$ cat config.mk
export PLATFORM = sky130hd
export DESIGN_NAME = data_mem_responder_flat
export DESIGN_NICKNAME = d
export VERILOG_FILES = /design/src/rtl/data_mem_responder_pkg.sv /design/src/rtl/data_mem_responder_if.sv /design/src/rtl/data_mem_responder_wait_ctr.sv /design/src/rtl/data_mem_responder.sv /design/src/flat_wrapper.sv
export SDC_FILE = /design/constraint.sdc
export NUM_CORES = 2
export LEC_CHECK = 0
export CORE_AREA = 2 2 371 373
export CTS_CLUSTER_DIAMETER = 60
export DETAILED_ROUTE_END_ITERATION = 8
export DIE_AREA = 0 0 373 375
export HOLD_SLACK_MARGIN = 0.05
export PLACE_DENSITY = 0.76
export SLEW_MARGIN = 20
export SYNTH_ARGS = -nofsm -noshare
export SYNTH_HDL_FRONTEND = slang
export SYNTH_SLANG_ARGS = --single-unit
$ cat constraint.sdc
create_clock -name CLK -period 5.13 [get_ports CLK]
set_input_delay 0.7695 -clock CLK [delete_from_list [all_inputs] [get_ports CLK]]
set_output_delay 0.7695 -clock CLK [all_outputs]
set_load 0.02 [all_outputs]
$ cat src/rtl/data_mem_responder_pkg.sv
// Shared types and constants for the wait-state data-memory responder.
// Build option: DM_MISALIGN_TRAP_EN (see data_mem_responder.sv).
package dm_pkg;

    localparam int WORD_W = 32;
    localparam int CTR_W  = 4;

    typedef enum logic [1:0] {
        IDLE = 2'd0,
        WAIT = 2'd1,
        RESP = 2'd2,
        DONE = 2'd3
    } dm_state_e;

    typedef enum logic {
        OP_RD = 1'b0,
        OP_WR = 1'b1
    } dm_op_e;

    function automatic int dm_clog2(input int n);
        int r;
        r = 0;
        for (int i = 0; i < 31; i++) begin
            if ((1 << i) < n) r = i + 1;
        end
        return r;
    endfunction

endpackage

$ cat src/rtl/data_mem_responder_if.sv
// CPU data-bus link between the requester (master) and the memory responder (slave).
interface data_mem_responder_if;
    import dm_pkg::*;

    // Handshake: the master raises mRD or mWR and holds it, with address and
    // DataIn stable, until mReady; mReady is a single-cycle strobe, mErr and
    // DMOut are meaningful in that cycle. The master must drop both requests
    // before the slave will accept another access.
    logic              mRD;
    logic              mWR;
    logic [WORD_W-1:0] address;
    logic [WORD_W-1:0] DataIn;
    logic [WORD_W-1:0] DMOut;
    logic              mReady;
    logic              mErr;
    logic              busy;

    modport master (
        output mRD, mWR, address, DataIn,
        input  DMOut, mReady, mErr, busy
    );

    modport slave (
        input  mRD, mWR, address, DataIn,
        output DMOut, mReady, mErr, busy
    );

endinterface

$ cat src/rtl/data_mem_responder_wait_ctr.sv
// Loadable down-counter that sets the wait-state length; flags terminal count zero.
module dm_wait_ctr
    import dm_pkg::*;
#(
    parameter int W = CTR_W
) (
    input  logic         clk,
    input  logic         rst,
    input  logic         load,
    input  logic [W-1:0] load_val,
    input  logic         dec,
    output logic [W-1:0] count,
    output logic         is_zero
);

    logic [W-1:0] cnt_q;
    logic [W-1:0] cnt_d;

    always_comb begin
        cnt_d = cnt_q;
        if (load) begin
            cnt_d = load_val;
        end else if (dec && (cnt_q != '0)) begin
            cnt_d = cnt_q - 1'b1;
        end
    end

    always_ff @(posedge clk or posedge rst) begin
        if (rst) begin
            cnt_q <= '0;
        end else begin
            cnt_q <= cnt_d;
        end
    end

    assign count   = cnt_q;
    assign is_zero = (cnt_q == '0);

endmodule

$ cat src/rtl/data_mem_responder.sv
// Registered, handshaked data memory with WAIT_CYCLES wait states and error flagging.
// Define DM_MISALIGN_TRAP_EN to reject addresses with address[1:0] != 0.
module data_mem_responder
    import dm_pkg::*;
#(
    parameter int DEPTH_WORDS = 64,
    parameter int WAIT_CYCLES = 2
) (
    input  logic                 CLK,
    input  logic                 RST,
    data_mem_responder_if.slave  bus,
    output dm_state_e            dbg_state
);

    localparam int AW = dm_clog2(DEPTH_WORDS);
    localparam logic [CTR_W-1:0] WAIT_LD = CTR_W'(WAIT_CYCLES);

    dm_state_e         state_q, state_d;
    dm_op_e            op_q, op_d;
    logic [AW-1:0]     idx_q, idx_d;
    logic [WORD_W-1:0] wdata_q, wdata_d;
    logic              err_q, err_d;
    logic [WORD_W-1:0] dmout_q, dmout_d;

    logic [WORD_W-1:0] mem_q [DEPTH_WORDS];

    logic              req;
    logic              accept;
    logic              commit;
    logic              ctr_zero;
    logic [CTR_W-1:0]  ctr_count;
    logic              req_both;
    logic              out_of_range;
    logic              misaligned;
    logic              acc_err;
    logic              mem_we;

    assign req    = bus.mRD | bus.mWR;
    assign accept = (state_q == IDLE) && req;
    // The access takes effect on the edge that moves WAIT -> RESP.
    assign commit = (state_q == WAIT) && ctr_zero;
    assign mem_we = commit && !err_q && (op_q == OP_WR);

    assign req_both     = bus.mRD & bus.mWR;
    assign out_of_range = |(bus.address >> (AW + 2));
`ifdef DM_MISALIGN_TRAP_EN
    assign misaligned   = |bus.address[1:0];
`else
    assign misaligned   = 1'b0;
`endif
    assign acc_err = req_both | out_of_range | misaligned;

    dm_wait_ctr #(
        .W (CTR_W)
    ) u_wait_ctr (
        .clk      (CLK),
        .rst      (RST),
        .load     (accept),
        .load_val (WAIT_LD),
        .dec      (state_q == WAIT),
        .count    (ctr_count),
        .is_zero  (ctr_zero)
    );

    always_ff @(posedge CLK or posedge RST) begin
        if (RST) begin
            state_q <= IDLE;
        end else begin
            state_q <= state_d;
        end
    end

    // WAIT always runs WAIT_CYCLES+1 cycles (counter drains to zero), so the
    // response strobe follows edge WAIT_CYCLES+1 after acceptance, also for 0.
    always_comb begin
        state_d = state_q;
        case (state_q)
            IDLE:    if (req) state_d = WAIT;
            WAIT:    if (ctr_zero) state_d = RESP;
            RESP:    state_d = DONE;
            DONE:    if (!req) state_d = IDLE;
            default: state_d = IDLE;
        endcase
    end

    always_comb begin
        bus.mReady = (state_q == RESP);
        bus.mErr   = (state_q == RESP) && err_q;
        bus.busy   = (state_q != IDLE);
        bus.DMOut  = dmout_q;
        dbg_state  = state_q;
    end

    always_comb begin
        op_d    = op_q;
        idx_d   = idx_q;
        wdata_d = wdata_q;
        err_d   = err_q;
        dmout_d = dmout_q;
        if (accept) begin
            op_d    = bus.mWR ? OP_WR : OP_RD;
            idx_d   = bus.address[AW+1:2];
            wdata_d = bus.DataIn;
            err_d   = acc_err;
        end
        if (commit && !err_q && (op_q == OP_RD)) begin
            dmout_d = mem_q[idx_q];
        end
    end

    always_ff @(posedge CLK or posedge RST) begin
        if (RST) begin
            op_q    <= OP_RD;
            idx_q   <= '0;
            wdata_q <= '0;
            err_q   <= 1'b0;
            dmout_q <= '0;
        end else begin
            op_q    <= op_d;
            idx_q   <= idx_d;
            wdata_q <= wdata_d;
            err_q   <= err_d;
            dmout_q <= dmout_d;
        end
    end

    // Storage survives reset; an aborted write never reaches here because
    // reset forces the FSM out of WAIT before the commit edge.
    always_ff @(posedge CLK) begin
        if (mem_we) begin
            mem_q[idx_q] <= wdata_q;
        end
    end

    logic unused_ok;
    assign unused_ok = ^ctr_count;

endmodule

$ cat src/flat_wrapper.sv
// flat-port wrapper written by rule: the top's interface ports become plain ports
module data_mem_responder_flat import dm_pkg::*;
#(
    parameter int DEPTH_WORDS = 64,
    parameter int WAIT_CYCLES = 2
)
  (CLK, RST, dbg_state, bus_mRD, bus_mWR, bus_address, bus_DataIn, bus_DMOut, bus_mReady, bus_mErr, bus_busy);
  data_mem_responder_if bus_i ();
  input  logic CLK;
  input  logic RST;
  output dm_state_e dbg_state;
  input wire logic [$bits(bus_i.mRD)-1:0] bus_mRD;
  input wire logic [$bits(bus_i.mWR)-1:0] bus_mWR;
  input wire logic [$bits(bus_i.address)-1:0] bus_address;
  input wire logic [$bits(bus_i.DataIn)-1:0] bus_DataIn;
  output wire logic [$bits(bus_i.DMOut)-1:0] bus_DMOut;
  output wire logic [$bits(bus_i.mReady)-1:0] bus_mReady;
  output wire logic [$bits(bus_i.mErr)-1:0] bus_mErr;
  output wire logic [$bits(bus_i.busy)-1:0] bus_busy;
  assign bus_i.mRD = bus_mRD;
  assign bus_i.mWR = bus_mWR;
  assign bus_i.address = bus_address;
  assign bus_i.DataIn = bus_DataIn;
  assign bus_DMOut = bus_i.DMOut;
  assign bus_mReady = bus_i.mReady;
  assign bus_mErr = bus_i.mErr;
  assign bus_busy = bus_i.busy;
  data_mem_responder #(.DEPTH_WORDS(DEPTH_WORDS), .WAIT_CYCLES(WAIT_CYCLES)) u_core (.CLK(CLK), .RST(RST), .bus(bus_i), .dbg_state(dbg_state));
endmodule
==> results summary <==
The first-iteration detailed-routing DRC count is 8895. Setup repair after global routing left no endpoint under its margin. TritonCTS built the clock tree. The number of iterations in the first detailed-routing pass is 8. The analysis attributes to net switching a power of 18.8 mW. The setup path with the least slack is of type reg2reg. The number of cells produced by synthesis came out at 4289. The number of nets produced by synthesis is 4363. The worst register-to-register path begins at u_core.idx_q[0]$_DFFE_PP0P_. After layout, the minimum clock period comes to 4450 ps.

Post-CTS repair changed the size of 0 cells. The fraction of registers with async set/reset is 3.67%. The final worst hold slack came out at 460 ps.

The width of the die is 373 um. The worst hold path begins at bus_DataIn[27]. The mapped netlist covers 81100 sq um. The filler cells instantiated in the layout total 8235. By area the synthesized netlist is led by edfxtp_1 (76%), mux4_2 (6.0%), a221oi_1 (3.0%), dfrtp_1 (2.4%), mux2i_1 (1.9%). The total placed instance area is 85800 sq um.

The flip-flop and latch count after synthesis came out at 2126. The routed layout has 47435 vias. The combinational fraction of design power is 29.6%. In the layout the commonest cells are edfxtp_1 (2048), a221oi_1 (280), nand2_1 (218). For the pin with the worst max-slew slack, the measured transition is 1200 ps.

In this run, CTS created clock tree buffers numbering 199. The largest total area in the synthesized netlist belongs to edfxtp_1. The global-route wire length before repair is 340 mm.

Per report_power, the sequential group accounts for 43.4% of the total. The total negative setup slack is 0 ps. The ratio of total power to cell area came out at 582 nW/um^2. The total routing usage reported by global routing came out at 34.6%. The average instance in the mapped netlist occupies 18.9 sq um. Of all nets on the critical path, the largest fanout is 36.

The per-cell via count in the routed design is 7.32. The final cell utilization of the core came out at 67.7%. The most used flip-flop cell after synthesis is edfxtp_1. The number of primary I/O pins is 105.

The final layout net count is 4590. The floorplan has 136 rows. Headroom to the max-slew limit came out at 20.2%. The mean routed wirelength per cell is 37.6 um. The arrival time at the worst endpoint is 4980 ps. Across the run, the number of max-cap violations was 0.

Cells with a size suffix above 1 make up 19.9% of the layout. The die outline area came out at 140000 sq um. The number of hold buffers added after CTS came out at 0.

The total power is 53.7 mW. The worst supply voltage drop on vdd came out at 0.475 mV. The cell with the largest stage delay on the worst path is and2b_4. The die height is 375 um. The layout overhead on the synthesized area came out at 13.7%. The cell-internal power is 34.9 mW. The Yosys warning count is 0.

Detailed placement ended at an HPWL of 136 mm. Clock-pin slew was measured on the worst setup and hold paths at 60 ps. Across all register-to-register paths, the minimum setup slack is 680 ps. The maximum count of clock buffers along a single path came out at 3. The initial standard-cell utilization of the core came out at 59.5%. The leftover overflow at the end of global routing came out at 0. The clock sink count is 2126. The count of flip-flops with a built-in enable after synthesis came out at 2048. Entering global routing, the biggest net connects 85 pins. The buffer count from post-CTS setup fixing came out at 0.

The run finished with clean final reports. Walking the worst path, the cells encountered are and2b_4 -> buf_4 -> nand2_1 -> nor2_4 -> buf_12. The endpoint identified for the worst register-to-register timing path is u_core.mem_q[50][20]$_DFFE_PP_. The data required time at the worst endpoint is 5660 ps. The worst hold path was traced through 3 stages.

Leaving out fill and tap cells, the most frequent cell in the layout is edfxtp_1. The total count of max-transition violations in the final report is 0. The count of nets left with antenna violations once routing finished came out at 0.

Setup violations remaining at the end of the flow were counted as 0. The placer's final routability congestion estimate is 0.873. For hold timing, the worst endpoint is u_core.wdata_q[27]$_DFFE_PP0P_.

The final count of hold timing violations was 0. The initial antenna violation count is 12. The synthesized netlist contains 77 unique library cells. The clock tree synthesis step divided the H-tree into 4 levels. The area of the core is 136000 sq um. Counting cells, the worst reg-to-reg path comes to 5. The portion of synthesized cell area occupied by the leading cell type came out at 75.8%. The share of total power in the clock network came out at 27.0%. The final routed DRC violation total is 0. The clock tree skew after final layout is 29.9 ps. The worst setup path is launched from a flop. The path class of the tightest hold or removal check is in2reg.

The maximum cell stage delay along the critical path is 910 ps. The kind of end point of the critical path is a flop. The root buffer cell chosen for the clock tree is clkbuf_16. The number of port buffers is 102. The sequential area share after synthesis is 78.2%. The via count of the first global-routing pass came out at 45983. The net switching share of the total power is 35.1%. The share of the cycle needed by the critical path after routing is 86.7%. Static timing analysis puts the maximum clock frequency at 225 MHz. The final layout contains routed wiring with a total length of 244 mm. The leakage power is 29.2 nW. The source-to-sink clock delay at the later pin of the worst-skew pair is 840 ps. The cell area after layout came out at 92300 sq um.
cell usage after synthesis (4+ instances only):
library cell and n:
o21ai_0 104, buf_6 14, o211ai_1 8, o32ai_1 4, ha_1 6, nor3_1 19
o32a_1 21, a31oi_1 25, and3_1 10, clkbuf_1 120, mux2_2 84, mux4_2 215
o22ai_1 69, nor2_1 211, o21a_1 4, inv_1 8, dfrtp_1 78, mux2i_1 150
buf_4 20, o221ai_1 16, o2111ai_1 12, nand4_1 7, nand2_1 218, a221oi_1 280
and2_1 5, a22o_1 23, o2bb2ai_1 6, buf_1 22, nor2b_1 8, nor3b_1 4
nand3_1 27, a211oi_1 13, a21oi_1 94, o22a_1 13, nor4_1 8, a22oi_1 139
buf_2 112, a32oi_1 4, edfxtp_1 2048
kinds of logic (layout without fill, tap and decap cells):
kind of cell	count (synthesis)	after routing	share of synthesized area, %
other	0	3	0
AO/OA/AOI/OAI	859	859	7.88
flip-flops	2126	2126	78.2
buffers and inverters	302	700	1.85
XOR/XNOR	3	3	0.0324
AND/OR/NAND/NOR	541	541	2.86
multiplexers	452	452	9.08
adder cells (fa/ha/maj)	6	6	0.0925
final cells by class:
class	count	area [sq um]	area share [%]
Sequential cell	2126	63500	68.9
Clock inverter	98	897	0.972
Clock buffer	274	5490	5.96
Timing Repair Buffer	318	3260	3.53
Multi-Input combinational cell	1861	16800	18.2
Antenna cell	3	7.51	0.00814
Tap cell	1794	2240	2.43
Inverter	10	46.3	0.0502
power groups by stage:
stage / Sequential [mW] / Combinational [mW] / Clock [mW]
detailed placement: 23.6 / 15.2 / 0
floorplan: 23.5 / 8.22 / 0
global route: 23.3 / 16.2 / 15.2
CTS: 23.2 / 15.3 / 14.5
finish: 23.3 / 15.9 / 14.5
global placement: 23.5 / 14.9 / 0
worst max-delay path by stage:
stage / from / slack [ps] / to / depth (start not counted)
global route: u_core.idx_q[0]$_DFFE_PP0P_ / 750 / u_core.mem_q[26][25]$_DFFE_PP_ / 5
detailed placement: u_core.idx_q[0]$_DFFE_PP0P_ / 920 / u_core.mem_q[26][29]$_DFFE_PP_ / 5
floorplan: u_core.u_wait_ctr.count[0]$_DFFE_PP0P_ / 1340 / u_core.mem_q[11][0]$_DFFE_PP_ / 7
global placement: u_core.idx_q[0]$_DFFE_PP0P_ / 880 / u_core.mem_q[26][29]$_DFFE_PP_ / 5
finish: u_core.idx_q[0]$_DFFE_PP0P_ / 680 / u_core.mem_q[50][20]$_DFFE_PP_ / 5
CTS: u_core.idx_q[1]$_DFFE_PP0P_ / 840 / u_core.mem_q[58][28]$_DFFE_PP_ / 5
sequential cells by signal, summed over array words and instances, names as in the netlist:
| name | count |
|---|---|
| u_core.dbg_state | 2 |
| u_core.err_q | 1 |
| u_core.idx_q | 6 |
| u_core.mem_q | 2048 |
| u_core.u_wait_ctr.count | 4 |
| u_core.op_q | 1 |
| u_core.bus.DMOut | 32 |
| u_core.wdata_q | 32 |
critical path: cells and delay by family (launching register included):
| family | cells | cell delay [ps] |
|---|---|---|
| buffers and inverters | 2 | 760 |
| DFF | 1 | 730 |
| and+or+nand+nor | 3 | 2580 |
layer usage:
metal	routed length [um]	track usage (%)
met1	80500	45.7
met3	38200	11.5
met4	15000	18.3
met2	110000	51.7
met5	95	0
through the flow:
stage / worst slack [ps] / cells
after global placement: 882 / 6107
after global routing: 747 / 6481
final: 683 / 6484
after floorplan: 1340 / 4289
after detailed placement: 920 / 6108
after CTS: 838 / 6480
Power figures use the tool's default switching activity.
